--- config.mk ---
export PLATFORM = sky130hd
export DESIGN_NAME = wb_dsz16to8_bridge
export DESIGN_NICKNAME = d
export VERILOG_FILES = /design/src/rtl/wb_dsz_pkg.sv /design/src/rtl/wb_ack_watchdog.sv /design/src/rtl/wb_dsz16to8_bridge.sv
export SDC_FILE = /design/constraint.sdc
export NUM_CORES = 1
export LEC_CHECK = 0
export BUFFER_PORTS_ARGS = -buffer_cell sky130_fd_sc_hd__buf_4
export CORE_UTILIZATION = 54
export CTS_CLUSTER_SIZE = 14
export DETAILED_ROUTE_END_ITERATION = 8
export PLACE_DENSITY = 0.89
export SLEW_MARGIN = 25
export SYNTH_ARGS = -nofsm -noshare
export SYNTH_HDL_FRONTEND = slang
export SYNTH_SLANG_ARGS = --single-unit
--- constraint.sdc ---
create_clock -name clk_i -period 6 [get_ports clk_i]
set_input_delay 0.6 -clock clk_i [delete_from_list [all_inputs] [get_ports clk_i]]
set_output_delay 0.6 -clock clk_i [all_outputs]
set_load 0.01 [all_outputs]
--- src/rtl/wb_dsz_pkg.sv ---
// Shared types for the 16-to-8 bit Wishbone data-size bridge.
package wb_dsz_pkg;

    typedef enum logic [1:0] {
        IDLE = 2'd0,
        LO   = 2'd1,
        HI   = 2'd2,
        RESP = 2'd3
    } state_e;

    localparam logic LANE_LO = 1'b0;
    localparam logic LANE_HI = 1'b1;

    typedef enum logic [1:0] {
        RSP_ACK = 2'd0,
        RSP_ERR = 2'd1,
        RSP_RTY = 2'd2
    } resp_kind_e;

endpackage

--- src/rtl/wb_ack_watchdog.sv ---
// Saturating stall counter; flags expiry once TIMEOUT stalled cycles have been seen.
module wb_ack_watchdog #(
    parameter int unsigned TIMEOUT = 255
) (
    input  logic i_clk,
    input  logic i_rst_n,
    input  logic i_clear,
    input  logic i_enable,
    output logic o_expired
);

    localparam int unsigned CW = (TIMEOUT == 0) ? 1 : $clog2(TIMEOUT + 1);
    localparam logic [CW-1:0] LIMIT = CW'(TIMEOUT);

    logic [CW-1:0] r_count;

    always_ff @(posedge i_clk or negedge i_rst_n) begin
        if (!i_rst_n) begin
            r_count <= '0;
        end else if (i_clear) begin
            r_count <= '0;
        end else if (i_enable && (r_count != '1)) begin
            r_count <= r_count + 1'b1;
        end
    end

    // TIMEOUT of zero disables expiry altogether
    assign o_expired = (TIMEOUT != 0) && (r_count == LIMIT);

endmodule

--- src/rtl/wb_dsz16to8_bridge.sv ---
// Wishbone classic bridge: 16-bit slave port to 8-bit master port,
// one byte cycle per selected lane (low lane first), read bytes gathered into a word.
module wb_dsz16to8_bridge
    import wb_dsz_pkg::*;
#(
    parameter int unsigned AWIDTH  = 8,
    parameter int unsigned TIMEOUT = 255
) (
    input  logic              clk_i,
    input  logic              rst_i,
    input  logic [AWIDTH-1:0] wbs_adr_i,
    input  logic [15:0]       wbs_dat_i,
    output logic [15:0]       wbs_dat_o,
    input  logic [1:0]        wbs_sel_i,
    input  logic              wbs_we_i,
    input  logic              wbs_cyc_i,
    input  logic              wbs_stb_i,
    output logic              wbs_ack_o,
    output logic              wbs_err_o,
    output logic              wbs_rty_o,
    output logic [AWIDTH-1:0] wbm_adr_o,
    output logic [7:0]        wbm_dat_o,
    input  logic [7:0]        wbm_dat_i,
    output logic              wbm_sel_o,
    output logic              wbm_we_o,
    output logic              wbm_cyc_o,
    output logic              wbm_stb_o,
    input  logic              wbm_ack_i,
    input  logic              wbm_err_i,
    input  logic              wbm_rty_i
);

    state_e            r_state, w_state_nxt;
    resp_kind_e        r_kind, w_kind_nxt;
    logic [AWIDTH-2:0] r_adr;
    logic [15:0]       r_wdat;
    logic [15:0]       r_rbuf;
    logic [15:0]       r_dat_o;
    logic              r_sel_hi;
    logic              r_we;
    logic [1:0]        r_hold;
    logic              r_ack, r_err, r_rty;

    logic w_lane, w_busy, w_pulse, w_req, w_fire;
    logic w_accept, w_cap_lo, w_cap_hi, w_lane_chg;
    logic w_expired, w_wd_clear, w_wd_en;
    logic w_unused_adr0;

    assign w_unused_adr0 = wbs_adr_i[0];

    assign w_lane  = (r_state == HI) ? LANE_HI : LANE_LO;
    // r_hold counts down the turnaround cycles before a lane's strobe is driven
    assign w_busy  = ((r_state == LO) || (r_state == HI)) && (r_hold == '0);
    assign w_pulse = r_ack | r_err | r_rty;
    assign w_req   = wbs_cyc_i & wbs_stb_i & ~w_pulse;
    assign w_fire  = (r_state == RESP) & wbs_cyc_i;

    assign wbm_cyc_o = w_busy & wbs_cyc_i;
    assign wbm_stb_o = wbm_cyc_o & wbs_stb_i;
    assign wbm_sel_o = wbm_cyc_o;
    assign wbm_adr_o = {r_adr, w_lane};
    assign wbm_dat_o = (w_lane == LANE_HI) ? r_wdat[15:8] : r_wdat[7:0];
    assign wbm_we_o  = r_we;

    assign wbs_dat_o = r_dat_o;
    assign wbs_ack_o = r_ack;
    assign wbs_err_o = r_err;
    assign wbs_rty_o = r_rty;

    always_comb begin
        w_state_nxt = r_state;
        w_kind_nxt  = r_kind;
        w_accept    = 1'b0;
        w_cap_lo    = 1'b0;
        w_cap_hi    = 1'b0;
        w_lane_chg  = 1'b0;
        unique case (r_state)
            IDLE: begin
                if (w_req) begin
                    w_accept   = 1'b1;
                    w_kind_nxt = RSP_ACK;
                    if (wbs_sel_i[0])      w_state_nxt = LO;
                    else if (wbs_sel_i[1]) w_state_nxt = HI;
                    else                   w_state_nxt = RESP;
                end
            end
            LO, HI: begin
                if (!wbs_cyc_i) begin
                    w_state_nxt = IDLE;
                end else if (wbm_stb_o && wbm_err_i) begin
                    w_state_nxt = RESP;
                    w_kind_nxt  = RSP_ERR;
                end else if (wbm_stb_o && wbm_rty_i) begin
                    w_state_nxt = RESP;
                    w_kind_nxt  = RSP_RTY;
                end else if (wbm_stb_o && wbm_ack_i) begin
                    w_kind_nxt = RSP_ACK;
                    if (r_state == LO) begin
                        w_cap_lo = 1'b1;
                        if (r_sel_hi) begin
                            w_state_nxt = HI;
                            w_lane_chg  = 1'b1;
                        end else begin
                            w_state_nxt = RESP;
                        end
                    end else begin
                        w_cap_hi    = 1'b1;
                        w_state_nxt = RESP;
                    end
                end else if (w_expired) begin
                    w_state_nxt = RESP;
                    w_kind_nxt  = RSP_ERR;
                end
            end
            RESP:    w_state_nxt = IDLE;
            default: w_state_nxt = IDLE;
        endcase
    end

    always_ff @(posedge clk_i or negedge rst_i) begin
        if (!rst_i) begin
            r_state <= IDLE;
            r_kind  <= RSP_ACK;
        end else begin
            r_state <= w_state_nxt;
            r_kind  <= w_kind_nxt;
        end
    end

    always_ff @(posedge clk_i or negedge rst_i) begin
        if (!rst_i) begin
            r_adr    <= '0;
            r_wdat   <= '0;
            r_rbuf   <= '0;
            r_sel_hi <= 1'b0;
            r_we     <= 1'b0;
            r_hold   <= '0;
        end else if (w_accept) begin
            r_adr    <= wbs_adr_i[AWIDTH-1:1];
            r_wdat   <= wbs_dat_i;
            r_rbuf   <= '0;
            r_sel_hi <= wbs_sel_i[1];
            r_we     <= wbs_we_i;
            r_hold   <= 2'd1;
        end else begin
            // a lane change waits two cycles so the byte slave sees a clean gap
            if (w_lane_chg)          r_hold <= 2'd2;
            else if (r_hold != '0)   r_hold <= r_hold - 1'b1;
            if (w_cap_lo && !r_we)   r_rbuf[7:0]  <= wbm_dat_i;
            if (w_cap_hi && !r_we)   r_rbuf[15:8] <= wbm_dat_i;
        end
    end

    always_ff @(posedge clk_i or negedge rst_i) begin
        if (!rst_i) begin
            r_ack   <= 1'b0;
            r_err   <= 1'b0;
            r_rty   <= 1'b0;
            r_dat_o <= '0;
        end else begin
            r_ack   <= w_fire && (r_kind == RSP_ACK);
            r_err   <= w_fire && (r_kind == RSP_ERR);
            r_rty   <= w_fire && (r_kind == RSP_RTY);
            r_dat_o <= w_fire ? r_rbuf : '0;
        end
    end

    assign w_wd_clear = (w_state_nxt != r_state) | ~w_busy;
    assign w_wd_en    = wbm_stb_o & ~(wbm_ack_i | wbm_err_i | wbm_rty_i);

    wb_ack_watchdog #(
        .TIMEOUT(TIMEOUT)
    ) u_watchdog (
        .i_clk    (clk_i),
        .i_rst_n  (rst_i),
        .i_clear  (w_wd_clear),
        .i_enable (w_wd_en),
        .o_expired(w_expired)
    );

endmodule

== Word level (Yosys, flattened, before mapping) ==
Index checks and enable logic that the tools add are counted.

* Register bits: 74
* Input bits: 42
* Output and inout port bits: 39
* Word-level logic and storage cells: 114

* Add/subtract/negate cells: 2
* Equal/unequal tests: 11
* Multiplexer cells: 50
* Bitwise operators: 14
* Reduce and logical (&&, ||, !) cells: 23

{| class="wikitable"
|+ Operators by type and width
! kind !! count
|-
| two-way mux 8 bit || 5
|-
| two-way mux 2 bit || 17
|-
| two-way mux 16 bit || 2
|-
| two-way mux 1 bit || 24
|-
| logical AND 1 bit || 10
|-
| nonzero test 2 bit || 5
|-
| adder 8 x 1 -> 8 bit (second input constant) || 1
|-
| == test 8 bit (second input constant) || 1
|-
| inequality test 8 bit (second input constant) || 1
|-
| bitwise AND 1 bit || 6
|-
| == test 2 bit (second input constant) || 3
|-
| zero test 2 bit || 3
|-
| one-hot mux 2 bit (3 select lines) || 1
|-
| inequality test 5 x 4 -> 1 bit (second input constant) || 1
|-
| OR 1 bit || 5
|-
| == test 2 x 1 -> 1 bit (second input constant) || 2
|-
| inequality test 2 bit (second input constant) || 2
|-
| one-hot mux 2 bit (2 select lines) || 1
|-
| AND reduction 4 bit || 1
|-
| inverter 1 bit || 3
|-
| nonzero test 3 bit || 1
|-
| inequality test 2 bit || 1
|-
| OR reduction 2 bit || 1
|-
| subtractor 2 x 1 -> 2 bit (second input constant) || 1
|-
| other kinds (2) || 2
|}

== Logic depth before layout (Yosys ltp) ==
* Word-level depth: 14
* Depth in mapped cells: 8
* Gate-level depth less buffers: 7

== Cells and area by module ==
Synthesis repeated with hierarchy kept, for this count alone.

* Cell total of the unflattened synthesis: 277
* Area total of the unflattened synthesis: 3398.3 um^2

{| class="wikitable"
|+ By module, submodules not included
! module !! times used !! cells each !! area each (um^2) !! sequential area each (um^2)
|-
| wb_dsz16to8_bridge || 1 || 230 || 2924.1 || 1651.6
|-
| wb_ack_watchdog || 1 || 47 || 474.2 || 200.2
|}

== Least setup slack after synthesis ==
Ideal clock, no wire load.

* Path type: flip-flop to flip-flop
* Start point: register r_state[0]
* End point: register u_watchdog.r_count[0]
* Library setup time: 146 ps
* Arrival time: 1940 ps
* Required time: 5854 ps
* Setup slack: 3914 ps
* Cell stages (with the launch flop): 9
* Buffers on the path: 1
* Clock period less this slack: 2086 ps
* Path through: dfrtp_1 -> inv_1 -> ha_1 -> buf_6 -> and4_1 -> o31a_2 -> nor2_1 -> o311ai_2 -> nor3_1

* Word-level cells in the longest chain between the ends: 14
* Elaborated cells between the ends (all ways): 27
* Those cells by class: 4 x eq/ne; 9 x mux; 5 x bitwise; 9 x reduce/logical

{| class="wikitable"
|+ Ends and longest elaborated chain
! item !! RTL line !! source
|-
| from (decl) || wb_dsz16to8_bridge.sv:33 || <nowiki>state_e r_state, w_state_nxt;</nowiki>
|-
| from (signal assigned) || wb_dsz16to8_bridge.sv:125 || <nowiki>r_state <= w_state_nxt;</nowiki>
|-
| == test 2 x 1 -> 1 bit or == test 2 bit (tied branches) || wb_dsz16to8_bridge.sv:53 || <nowiki>assign w_busy = ((r_state == LO) || (r_state == HI)) && (r_hold == '0);</nowiki>
|-
| logical OR 1 bit * || wb_dsz16to8_bridge.sv:53 ||
|-
| logical AND 1 bit * || wb_dsz16to8_bridge.sv:53 ||
|-
| bitwise AND 1 bit * || wb_dsz16to8_bridge.sv:58 || <nowiki>assign wbm_cyc_o = w_busy & wbs_cyc_i;</nowiki>
|-
| bitwise AND 1 bit * || wb_dsz16to8_bridge.sv:59 || <nowiki>assign wbm_stb_o = wbm_cyc_o & wbs_stb_i;</nowiki>
|-
| named net wbm_stb_o || wb_dsz16to8_bridge.sv:27 || <nowiki>output logic wbm_stb_o,</nowiki>
|-
| logical AND 1 bit || wb_dsz16to8_bridge.sv:96 || <nowiki>end else if (wbm_stb_o && wbm_ack_i) begin</nowiki>
|-
| two-way mux 2 bit || wb_dsz16to8_bridge.sv:96 ||
|-
| two-way mux 2 bit || wb_dsz16to8_bridge.sv:93 || <nowiki>end else if (wbm_stb_o && wbm_rty_i) begin</nowiki>
|-
| two-way mux 2 bit || wb_dsz16to8_bridge.sv:90 || <nowiki>end else if (wbm_stb_o && wbm_err_i) begin</nowiki>
|-
| two-way mux 2 bit || wb_dsz16to8_bridge.sv:88 || <nowiki>if (!wbs_cyc_i) begin</nowiki>
|-
| one-hot mux 2 bit (3 select lines) || wb_dsz16to8_bridge.sv:77 || <nowiki>unique case (r_state)</nowiki>
|-
| inequality test 2 bit || wb_dsz16to8_bridge.sv:168 || <nowiki>assign w_wd_clear = (w_state_nxt != r_state) | ~w_busy;</nowiki>
|-
| OR 1 bit || wb_dsz16to8_bridge.sv:168 ||
|-
| two-way mux 8 bit or nonzero test 2 bit (tied branches) || -- ||
|-
| to (signal assigned) || wb_ack_watchdog.sv:23 || <nowiki>r_count <= r_count + 1'b1;</nowiki>
|-
| to (decl) || wb_ack_watchdog.sv:15 || <nowiki>logic [CW-1:0] r_count;</nowiki>
|}

The timed path passes the listed nets; every way through them passes the cells marked *.
A chain may end at the register's enable or synchronous reset.

== Worst setup path after layout ==
* Start point: register r_state[0]
* End point: output wbm_dat_o[2]

* Word-level cells in the longest chain between the ends: 3

{| class="wikitable"
|+ Ends and longest elaborated chain
! item !! RTL line !! source
|-
| == test 2 bit || wb_dsz16to8_bridge.sv:51 || <nowiki>assign w_lane = (r_state == HI) ? LANE_HI : LANE_LO;</nowiki>
|-
| two-way mux 1 bit || wb_dsz16to8_bridge.sv:51 ||
|-
| two-way mux 8 bit || wb_dsz16to8_bridge.sv:62 || <nowiki>assign wbm_dat_o = (w_lane == LANE_HI) ? r_wdat[15:8] : r_wdat[7:0];</nowiki>
|-
| to (decl) || wb_dsz16to8_bridge.sv:22 || <nowiki>output logic [7:0] wbm_dat_o,</nowiki>
|}

No other way between the ends.

==> results.md <==
- Post-synth net total: approximately 320
- Layout cell share with drive strength beyond 1: 40.1%
- Number of synthesized register bits: 74
- CTS H-tree lvls: 3
- Place WS: approximately 3300 ps
- Worst slew pin tran: approximately 900 ps
- Largest net degree at the start of global routing: 75
- Clock Skew: 7.29 ps
- Xor-xnor portion of the synthesized cell area: under 10%
- Post_cts resized: 0
- # IOs: 81
- Crit-path cells: inv_1 -> ha_1 -> mux2_2 -> buf_4
- CP max stage cell: dfrtp_1
- Met3 wire length: approximately 430 µm
- Antenna violations before repair: 0
- Switching share of power: between 30% and 40%
- Fin. max-slew vios: 0
- CP arrival: 1940 ps
- Clock Pin Slew Worst Setup and Hold Paths: roughly 70 ps
- Final Hold Vio Count: 0
- NetSw: roughly 510 µW
- Yosys top cell area share: 55.2%
- Drc violations: 0
- Status: complete, no violations
- Ys flop type: dfrtp_1
- Max layer used: met4
- Worst Path Required: roughly 5400 ps
- Fin crit share: 42.4%
- Compound-cell area share of the yosys netlist: between 5 and 6%
- WL met2: 3.35 mm
- Root Buffer: clkbuf_8
- Die Area: roughly 6500 µm²
- Synth top area cells: dfrtp_1 (55%), mux2_2 (11%), mux2i_1 (5.7%)
- Logic pwr share: 35.3%
- Setup Buffers After CTS: 0
- Worst-Skew Late Latency: 340 ps
- Starting DRT DRC Count: roughly 120
- Largest family of logic cells by synthesized area: multiplexers
- Detail Route Antenna Nets: 0
- Total gr overflow: 0
- Port bufs: between 70 and 80
- Critical R2R Capture: u_watchdog.r_count[4]
- Setup crit start kind: register
- Sink Count: between 70 and 80
- Simple-gate portion of the synthesized area: about 15%
- CTS tree: done
- Vias in the first global route: 2391
- Synth Warn #: 0
- Row cnt: 28
- Via density: around 5.5
- Maximum VDD drop: 0.302 mV
- First-pass GRT wire length: around 11 mm
- Min-Delay Path Class: in -> async
- Core area: roughly 6000 µm²
- R2r setup slk: 3570 ps
- Post-synth EDFFs: 0
- Leakage Power: about 0.0021 µW
- Post-route setup slack: roughly 3500 ps
- DP Wirelength: roughly 4.7 mm
- # setup viols final: 0
- Crit end category: output port
- Gp weighted congestion: approximately 0.86
- Die span in x: 80.8 µm
- Reg power frac: between 40 and 50%
- Synth cell types: 45
- Fin nets: slightly below 400
- Largest stage delay on the critical path: 450 ps
- Reg2reg start: r_state[0]
- Post-synthesis mux area share: 16.7%
- F_max: around 0.4 GHz
- Clock power share: about a quarter
- Area growth syn-to-layout: 24.3%
- Drt total wl: slightly below 7 mm
- Crit Path Category: reg -> out
- CP endpoint: wbm_dat_o[2]
- Syn_area_per_cell: ~12 µm²
- Antenna Cells: 0
- R2R depth: 7
- Starting Density: 56.3%
- Number of max-cap violations: 0
- Setup tns final: 0 ps
- CP Max Fanout: 9
- CTS Buf Count: 9
- M1 wire length: ~2.8 mm
- Async SR Flop Fraction: between 90% and 100%
- Die Y-Extent: between 80 and 90 µm
- RSZ-0062 raised after global routing: no
- Sequential element share of the synthesized area: between 50 and 60%
- CP startpoint: r_state[0]
- Wire per inst: 15.8 µm
- Fillcell total: roughly 440
- P_int: 1110 µW
- GRT Overall Usage: 23.2%
- Synth area leader: dfrtp_1
- Crit path time final: roughly 2500 ps
- Relative slew slack: 40.6%
- Adder-Cell Fraction of Synth Area: between 2 and 3%
- Clk buf depth: 2
- Synth Cell Area: ~3400 µm²
- Post-Syn Instances: about 270
- DRT Pass-1 Iters: 4
- Cts hold-fix bufs: 0
- Power per Cell Area: 389 nW/µm²
- Vias: ~2300
[layout by cell type, fill, tap and decap left out, types with 3 or more instances in the layout]
master	n
nor2_1	21
dfrtp_1	74
and3_1	17
nand2_1	9
nor3_1	10
mux2_2	32
clkbuf_8	10
buf_4	80
inv_1	8
o21ai_0	5
nand3_1	4
a21o_1	3
a21oi_1	3
mux2i_1	19
ha_1	7
xnor2_1	6
[stage by stage]
step                      power (µW)  cell area [µm²]  hold slack, ps  utilization (%)  std cells
after floorplan                 1050             3360             304                -        269
after global placement          1220             3960             446             66.5        411
after detailed placement        1250             3960             458             66.5        411
after CTS                       1630             4150             408             69.7        426
after global routing            1720             4170             473             70.0        427
final                           1620             4170             390             70.0        427
[how the worst min path moves through the flow]
stage	end	slack, ps	cells past startpoint
detailed placement	wbs_err_o	460	1
global route	r_wdat[9]	470	1
CTS	r_wdat[11]	410	1
floorplan	r_adr[0]	300	0
finish	r_wdat[9]	390	1
global placement	wbs_rty_o	450	1
[layout make-up]
cell class,count,area [µm²],area share (%)
Clock buffer,11,141,3.39
Clock inverter,4,51.3,1.23
Inverter,8,30.0,0.720
Multi-Input combinational cell,174,1380,33.1
Sequential cell,74,1850,44.4
Tap cell,75,93.8,2.25
Timing Repair Buffer,81,621,14.9
[power by group through the flow]
stage | sequential (µW) | combinational (µW) | clock (µW)
6_report | 672 | 571 | 377
5_1_grt | 688 | 628 | 402
4_1_cts | 672 | 570 | 387
3_5_place_dp | 681 | 566 | 0
3_3_place_gp | 672 | 551 | 0
2_1_floorplan | 676 | 372 | 0
[cell families (layout without fill, tap and decap cells)]
logic type / Yosys count / in the layout
xor+xnor: 6 / 6
buf+inv: 21 / 104
fa+ha+maj: 7 / 7
compound gates: 24 / 24
simple gates: 85 / 85
flops: 74 / 74
mux: 52 / 52
[synth_stat cells, drive strengths merged, types with 2 or more instances]
master,count
dfrtp,74
mux2,33
nor2,23
and3,19
mux2i,19
nor3,10
buf,9
nand2,9
inv,8
ha,7
xnor2,6
o21ai,5
a21oi,4
clkbuf,4
nand3,4
a21o,3
or2,3
a211oi,2
and4,2
nand3b,2
nand4,2
nor4,2
nor4b,2
o311ai,2
o31ai,2
or3,2
[routing by layer]
metal,track usage (%),vias up
met5,0,-
met4,10.9,0
met3,6.18,13
met2,37.0,76
met1,29.3,1140
li1,-,1114
[flip-flops by register name (all words and copies together), names as in the netlist]
name,flops
r_wdat,16
r_rbuf,16
wbs_ack_o,1
r_sel_hi,1
r_state,2
r_hold,2
wbs_rty_o,1
u_watchdog.r_count,8
wbs_err_o,1
r_adr,7
wbs_dat_o,16
wbm_we_o,1
r_kind,2
[worst max-delay path: cells and delay by family, from the launching register on]
kind       cells  cell delay, ps
fa+ha+maj      1             450
buf+inv        2             300
flops          1             450
mux            1             390
Note: power is estimated with default switching activity, not from simulation.
